## config.mk

```make
export PLATFORM = sky130hd
export DESIGN_NAME = mem_port_arbiter
export DESIGN_NICKNAME = d
export VERILOG_FILES = /design/src/rtl/mem_port_arbiter_pkg.sv /design/src/rtl/types_pkg.sv /design/src/rtl/mem_port_arbiter.sv
export SDC_FILE = /design/constraint.sdc
export NUM_CORES = 1
export LEC_CHECK = 0
export CAP_MARGIN = 20
export CORE_AREA = 2 2 104 106
export CTS_CLUSTER_SIZE = 12
export DETAILED_ROUTE_END_ITERATION = 12
export DIE_AREA = 0 0 106 108
export PLACE_DENSITY = 0.87
export SLEW_MARGIN = 20
export SYNTH_ARGS = -nofsm -noshare
export SYNTH_HDL_FRONTEND = slang
export SYNTH_SLANG_ARGS = --single-unit
```

## constraint.sdc

```tcl
create_clock -name clk -period 4.75 [get_ports clk]
set_input_delay 0.95 -clock clk [delete_from_list [all_inputs] [get_ports clk]]
set_output_delay 0.95 -clock clk [all_outputs]
set_load 0.005 [all_outputs]
```

## src/rtl/mem_port_arbiter_pkg.sv

```systemverilog
// Arbiter-local types: who owns the in-flight read and the two-state access FSM.
package ArbType;

  typedef enum logic [1:0] {
    OWNER_NONE = 2'd0,
    OWNER_IF   = 2'd1,
    OWNER_DM   = 2'd2
  } owner_t;

  typedef enum logic {
    ARB_IDLE = 1'b0,
    ARB_WAIT = 1'b1
  } arb_state_t;

endpackage : ArbType

```

## src/rtl/types_pkg.sv

```systemverilog
// Shared address and data word types used across the pipeline and memory path.
package Types;

  typedef logic [31:0] addr_t;
  typedef logic [31:0] op_t;
  typedef logic [31:0] inst_t;

endpackage : Types

```

## src/rtl/mem_port_arbiter.sv

```systemverilog
// Single-port memory arbiter between instruction fetch (read-only) and the data path.
// One access at a time; reads wait out a fixed latency, writes complete in one cycle.
module mem_port_arbiter
  import Types::*;
  import ArbType::*;
#(
  parameter int READ_LATENCY  = 2,
  parameter int MAX_DM_STREAK = 3
) (
  input  logic  clk,
  input  logic  rst,
  input  logic  if_req,
  input  addr_t if_addr,
  output logic  if_gnt,
  output logic  if_rvalid,
  output inst_t if_rdata,
  input  logic  dm_req,
  input  logic  dm_we,
  input  addr_t dm_addr,
  input  op_t   dm_wdata,
  output logic  dm_gnt,
  output logic  dm_rvalid,
  output op_t   dm_rdata,
  output logic  dm_wdone,
  output logic  mem_en,
  output logic  mem_we,
  output addr_t mem_addr,
  output op_t   mem_wdata,
  input  op_t   mem_rdata
);

  localparam int LW = $clog2(READ_LATENCY + 1);
  localparam int SW = $clog2(MAX_DM_STREAK + 1);

  arb_state_t    state_q, state_d;
  owner_t        owner_q, owner_d;
  logic [LW-1:0] lat_cnt_q, lat_cnt_d;
  logic [SW-1:0] streak_q, streak_d;
  logic          if_rvalid_q, if_rvalid_d;
  logic          dm_rvalid_q, dm_rvalid_d;
  logic          dm_wdone_q, dm_wdone_d;
  inst_t         if_rdata_q, if_rdata_d;
  op_t           dm_rdata_q, dm_rdata_d;

  logic          streak_at_max;
  logic          if_wins;
  logic          dm_wins;

  // IF only beats DM once the data path has taken its quota of grants over a waiting fetch.
  assign streak_at_max = (streak_q == SW'(MAX_DM_STREAK));
  assign if_wins       = if_req && (!dm_req || streak_at_max);
  assign dm_wins       = dm_req && !if_wins;

  always_comb begin
    state_d     = state_q;
    owner_d     = owner_q;
    lat_cnt_d   = lat_cnt_q;
    streak_d    = streak_q;
    if_rvalid_d = 1'b0;
    dm_rvalid_d = 1'b0;
    dm_wdone_d  = 1'b0;
    if_rdata_d  = if_rdata_q;
    dm_rdata_d  = dm_rdata_q;
    if_gnt      = 1'b0;
    dm_gnt      = 1'b0;
    mem_en      = 1'b0;
    mem_we      = 1'b0;
    mem_addr    = '0;
    mem_wdata   = '0;

    case (state_q)
      ARB_IDLE: begin
        // Grants are suppressed while reset is held so every output stays quiet.
        if (!rst) begin
          if (if_wins) begin
            if_gnt    = 1'b1;
            mem_en    = 1'b1;
            mem_addr  = if_addr;
            owner_d   = OWNER_IF;
            lat_cnt_d = LW'(READ_LATENCY);
            state_d   = ARB_WAIT;
            streak_d  = '0;
          end else if (dm_wins) begin
            dm_gnt   = 1'b1;
            mem_en   = 1'b1;
            mem_we   = dm_we;
            mem_addr = dm_addr;
            if (dm_we) begin
              mem_wdata  = dm_wdata;
              dm_wdone_d = 1'b1;
            end else begin
              owner_d   = OWNER_DM;
              lat_cnt_d = LW'(READ_LATENCY);
              state_d   = ARB_WAIT;
            end
            if (!if_req) begin
              streak_d = '0;
            end else if (!streak_at_max) begin
              streak_d = streak_q + SW'(1);
            end
          end else begin
            streak_d = '0;
          end
        end
      end

      ARB_WAIT: begin
        lat_cnt_d = lat_cnt_q - LW'(1);
        // Last wait cycle: the macro output is valid now, so capture it for the owner.
        if (lat_cnt_q == LW'(1)) begin
          state_d = ARB_IDLE;
          owner_d = OWNER_NONE;
          if (owner_q == OWNER_IF) begin
            if_rvalid_d = 1'b1;
            if_rdata_d  = mem_rdata;
          end else if (owner_q == OWNER_DM) begin
            dm_rvalid_d = 1'b1;
            dm_rdata_d  = mem_rdata;
          end
        end
      end

      default: begin
        state_d = ARB_IDLE;
        owner_d = OWNER_NONE;
      end
    endcase
  end

  always_ff @(posedge clk) begin
    if (rst) begin
      state_q     <= ARB_IDLE;
      owner_q     <= OWNER_NONE;
      lat_cnt_q   <= '0;
      streak_q    <= '0;
      if_rvalid_q <= 1'b0;
      dm_rvalid_q <= 1'b0;
      dm_wdone_q  <= 1'b0;
      if_rdata_q  <= '0;
      dm_rdata_q  <= '0;
    end else begin
      state_q     <= state_d;
      owner_q     <= owner_d;
      lat_cnt_q   <= lat_cnt_d;
      streak_q    <= streak_d;
      if_rvalid_q <= if_rvalid_d;
      dm_rvalid_q <= dm_rvalid_d;
      dm_wdone_q  <= dm_wdone_d;
      if_rdata_q  <= if_rdata_d;
      dm_rdata_q  <= dm_rdata_d;
    end
  end

  assign if_rvalid = if_rvalid_q;
  assign dm_rvalid = dm_rvalid_q;
  assign dm_wdone  = dm_wdone_q;
  assign if_rdata  = if_rdata_q;
  assign dm_rdata  = dm_rdata_q;

endmodule : mem_port_arbiter

```

==> results of run 1 <==
-- cell families (layout without fill, tap and decap cells) --
group	Yosys count	count (layout)	share of synthesized area, %
simple gates	188	188	25.7
compound gates	107	107	20.5
flops	74	74	44.5
buf+inv	45	293	8.46
fa+ha+maj	2	2	0.752
-- layout make-up --
type / instances / area (sq um) / share of cell area, %
Timing Repair Buffer: 273 / 2710 / 44.2
Clock buffer: 9 / 124 / 2.02
Sequential cell: 74 / 1480 / 24.1
Inverter: 4 / 15.0 / 0.245
Tap cell: 136 / 170 / 2.77
Clock inverter: 7 / 68.8 / 1.12
Multi-Input combinational cell: 297 / 1560 / 25.5
-- registers in the layout (all words and copies together) (netlist names) --
name,flops
dm_rdata,32
if_rdata,32
lat_cnt_q,2
owner_q,2
streak_q,2
dm_rvalid,1
dm_wdone,1
if_rvalid,1
state_q,1
-- tightest hold or removal path: cells and delay by family (launching register included) --
| kind | cells | cell delay (ns) |
|---|---|---|
| and+or+nand+nor | 1 | 0.05 |
| DFF | 1 | 0.31 |
| AOI/OAI and AO/OA | 1 | 0.05 |
-- per-layer routing --
metal	track usage (%)	vias to the layer above
li1	-	1894
met3	10.1	20
met4	8.46	0
met1	27.7	1787
met5	0	-
met2	40.6	185
-- power groups by stage --
stage                     Sequential (uW)  Clock [uW]  Combinational (uW)
after floorplan                       646           0                80.9
after global placement                649           0                 256
after detailed placement              650           0                 257
after CTS                             636         490                 261
after global routing                  637         513                 275
final                                 636         469                 262
-- worst min-delay path by stage --
stage                      start            to  slack [ns]
floorplan            streak_q[1]   streak_q[1]        0.44
global placement    if_rdata[25]  if_rdata[25]        0.44
detailed placement  dm_rdata[15]  dm_rdata[15]        0.45
CTS                 dm_rdata[15]  dm_rdata[15]        0.46
global route        dm_rdata[13]  dm_rdata[13]        0.47
finish              if_rdata[30]  if_rdata[30]        0.46
-- metrics by stage --
stage               instances  hold slack [ns]
finish                    800            0.455
CTS                       800            0.456
detailed placement        784            0.447
floorplan                 416            0.440
global route              800            0.472
global placement          784            0.442
-- placed cells by master, fill, tap and decap left out, types with 2 or more instances in the layout --
| cell | n |
|---|---|
| a22o_1 | 32 |
| nor2_1 | 5 |
| and2_1 | 2 |
| clkinvlp_4 | 2 |
| clkinv_2 | 3 |
| nand4b_1 | 2 |
| and4b_1 | 2 |
| nand2_1 | 132 |
| inv_1 | 4 |
| buf_4 | 6 |
| clkdlybuf4s50_1 | 266 |
| ha_1 | 2 |
| a21oi_1 | 68 |
| nor2b_1 | 3 |
| and3_1 | 33 |
| nor3_1 | 3 |
| clkbuf_8 | 9 |
| dfxtp_1 | 74 |
| a221oi_1 | 2 |
==> results.yml, run 1 <==
status:
  status: "complete, no violations"
synth:
  yosys_warnings: 0
  ys_types: 31
  synthArstFlopShare_pct: 0
  synthFlopType: "dfxtp_1"
  synth_top_cell_area_share_pct: 44.5
  postSynthAreaPerCell_sq_um: 8.00
  synthTopCellsByArea: "dfxtp_1, nand2_1, a21oi_1"
  syn_area_sq_um: 3330
  syn_nets: 551
  synth_cells: 416
  seq_area_frac_synth_pct: 44.5
  yosysMostFrequentCell: "nand2_1"
  synthTopCellsByCount: "nand2_1, dfxtp_1, a21oi_1, and3_1, a22o_1"
  synth_edf_count: 0
  synth-seq-cells: 74
  synth_top_cell_by_area: "dfxtp_1"
global_routing:
  grt_start_max_net_pins: 75
  grt-ovfl-total: 0
  antenna_found_initial: 0
  track_usage_pct: 24.1
  grt_pass1_wl_microns: 21200
  grt_pass1_vias: 3846
finish:
  final_util_pct: 60.0
  fin_area_sq_um: 6140
  drive_gt1_share_pct: 4.22
  nFillCells: 915
  area_growth_pct: 84.4
  num-nets-final: 794
  antennaDiodeCount: 0
critical_path:
  end_kind: "primary output"
  rr_endpoint: "if_rdata[16]"
  crit_end: "mem_addr[30]"
  max_stage_delay_ns: 0.59
  cp_num_buf_inv: 2
  r2r_slack_ns: 2.61
  criticalPathCategory: "in -> out"
  crit_family: "buffers and inverters"
  cp_max_fo: 67
  crit_chain: "clkdlybuf4s50_1 -> nand2_2 -> and3_4 -> a22o_1 -> clkdlybuf4s50_1"
  path_common_cell: "clkdlybuf4s50_1"
  worstReg2RegStart: "state_q"
  worst_setup_path_start_kind: "input port"
  crit_slowest_cell: "and3_4"
  crit_required_ns: 3.80
  worst-path-stages: 5
  crit_path_start: "if_req"
  arrival_ns: 3.16
  reg2reg_depth: 3
clock_network:
  ctsHoldBuffers: 0
  clock_sinks: 74
  clockBufferDepth: 2
  cts_tree: "built"
  post_cts_resize_count: 0
  clkTransAtPathRegs_ns: 0.07
  cts_inserted_buffers: 9
  postCtsSetupBuffers: 0
  clkLatencyLatePin_ns: 0.34
  cts_root_buffer: "clkbuf_8"
  cts_max_level: 3
detailed_routing:
  dr.max_layer_used: "met4"
  drt-met1-wl_microns: 5810
  vias: 3886
  first_pass_iters: 4
  drt-vias-per-instance: 4.86
  drt_iter0_markers: 275
  drt_wl_total_microns: 14700
  ant_nets: 0
  drc_errors: 0
  wl_per_cell_microns: 18.3
  wl_met3_microns: 1460
  wl_met2_microns: 7010
pwr:
  vdd_ir_drop_max_uv: 289
  power_uw: 1370
  switching_share_pct: 24.1
  power.leakage_uw: 0.00227
  p_sw_uw: 329
  p_clk_share_pct: 34.3
  p_per_area_nw_per_um2: 223
  p_int_uw: 1040
  pwr-share-comb_pct: 19.1
  seqPwrFrac_pct: 46.5
timing:
  max_slew_margin_pct: 37.5
  fmax_mhz: 244
  worst_slack_ns: 0.644
  worst_pin_slew_ns: 0.934
  fin_worst_skew_ns: 0.00858
  setup_violations: 0
  rsz0062_at_grt: "no"
  setup_tns_ns: 0
  maxSlewViolCount: 0
  hold_violations: 0
  min_period_over_period_pct: 86.4
  min_period_ns: 4.11
die:
  core.rowCount: 37
  fp.dieArea_sq_um: 11400
  boundaryPins: 268
  core_sq_um: 10200
  die_y_microns: 108
  fp.dieW_microns: 106
  start_util_pct: 32.5
placed_design:
  gp_congestion: 1.07
  dp_hpwl_microns: 11100
  place_ws_ns: 0.698
  place_area_sq_um: 5940
  portBuffers: 267
min_path:
  hold_class: "reg -> reg"
  worstHoldPathCells: 2
run:
  drv_cap: 0
Power figures use the tool's default switching activity.
==> run 2, diff against run 1 <==
--- a/config.mk
+++ b/config.mk
@@ -11,6 +11,7 @@
 export DETAILED_ROUTE_END_ITERATION = 12
 export DIE_AREA = 0 0 106 108
 export PLACE_DENSITY = 0.87
+export SKIP_CTS_REPAIR_TIMING = 1
 export SLEW_MARGIN = 20
 export SYNTH_ARGS = -nofsm -noshare
 export SYNTH_HDL_FRONTEND = slang
==> results of run 2 <==
The final DEF is identical to that of run 1; final timing and power are the same.
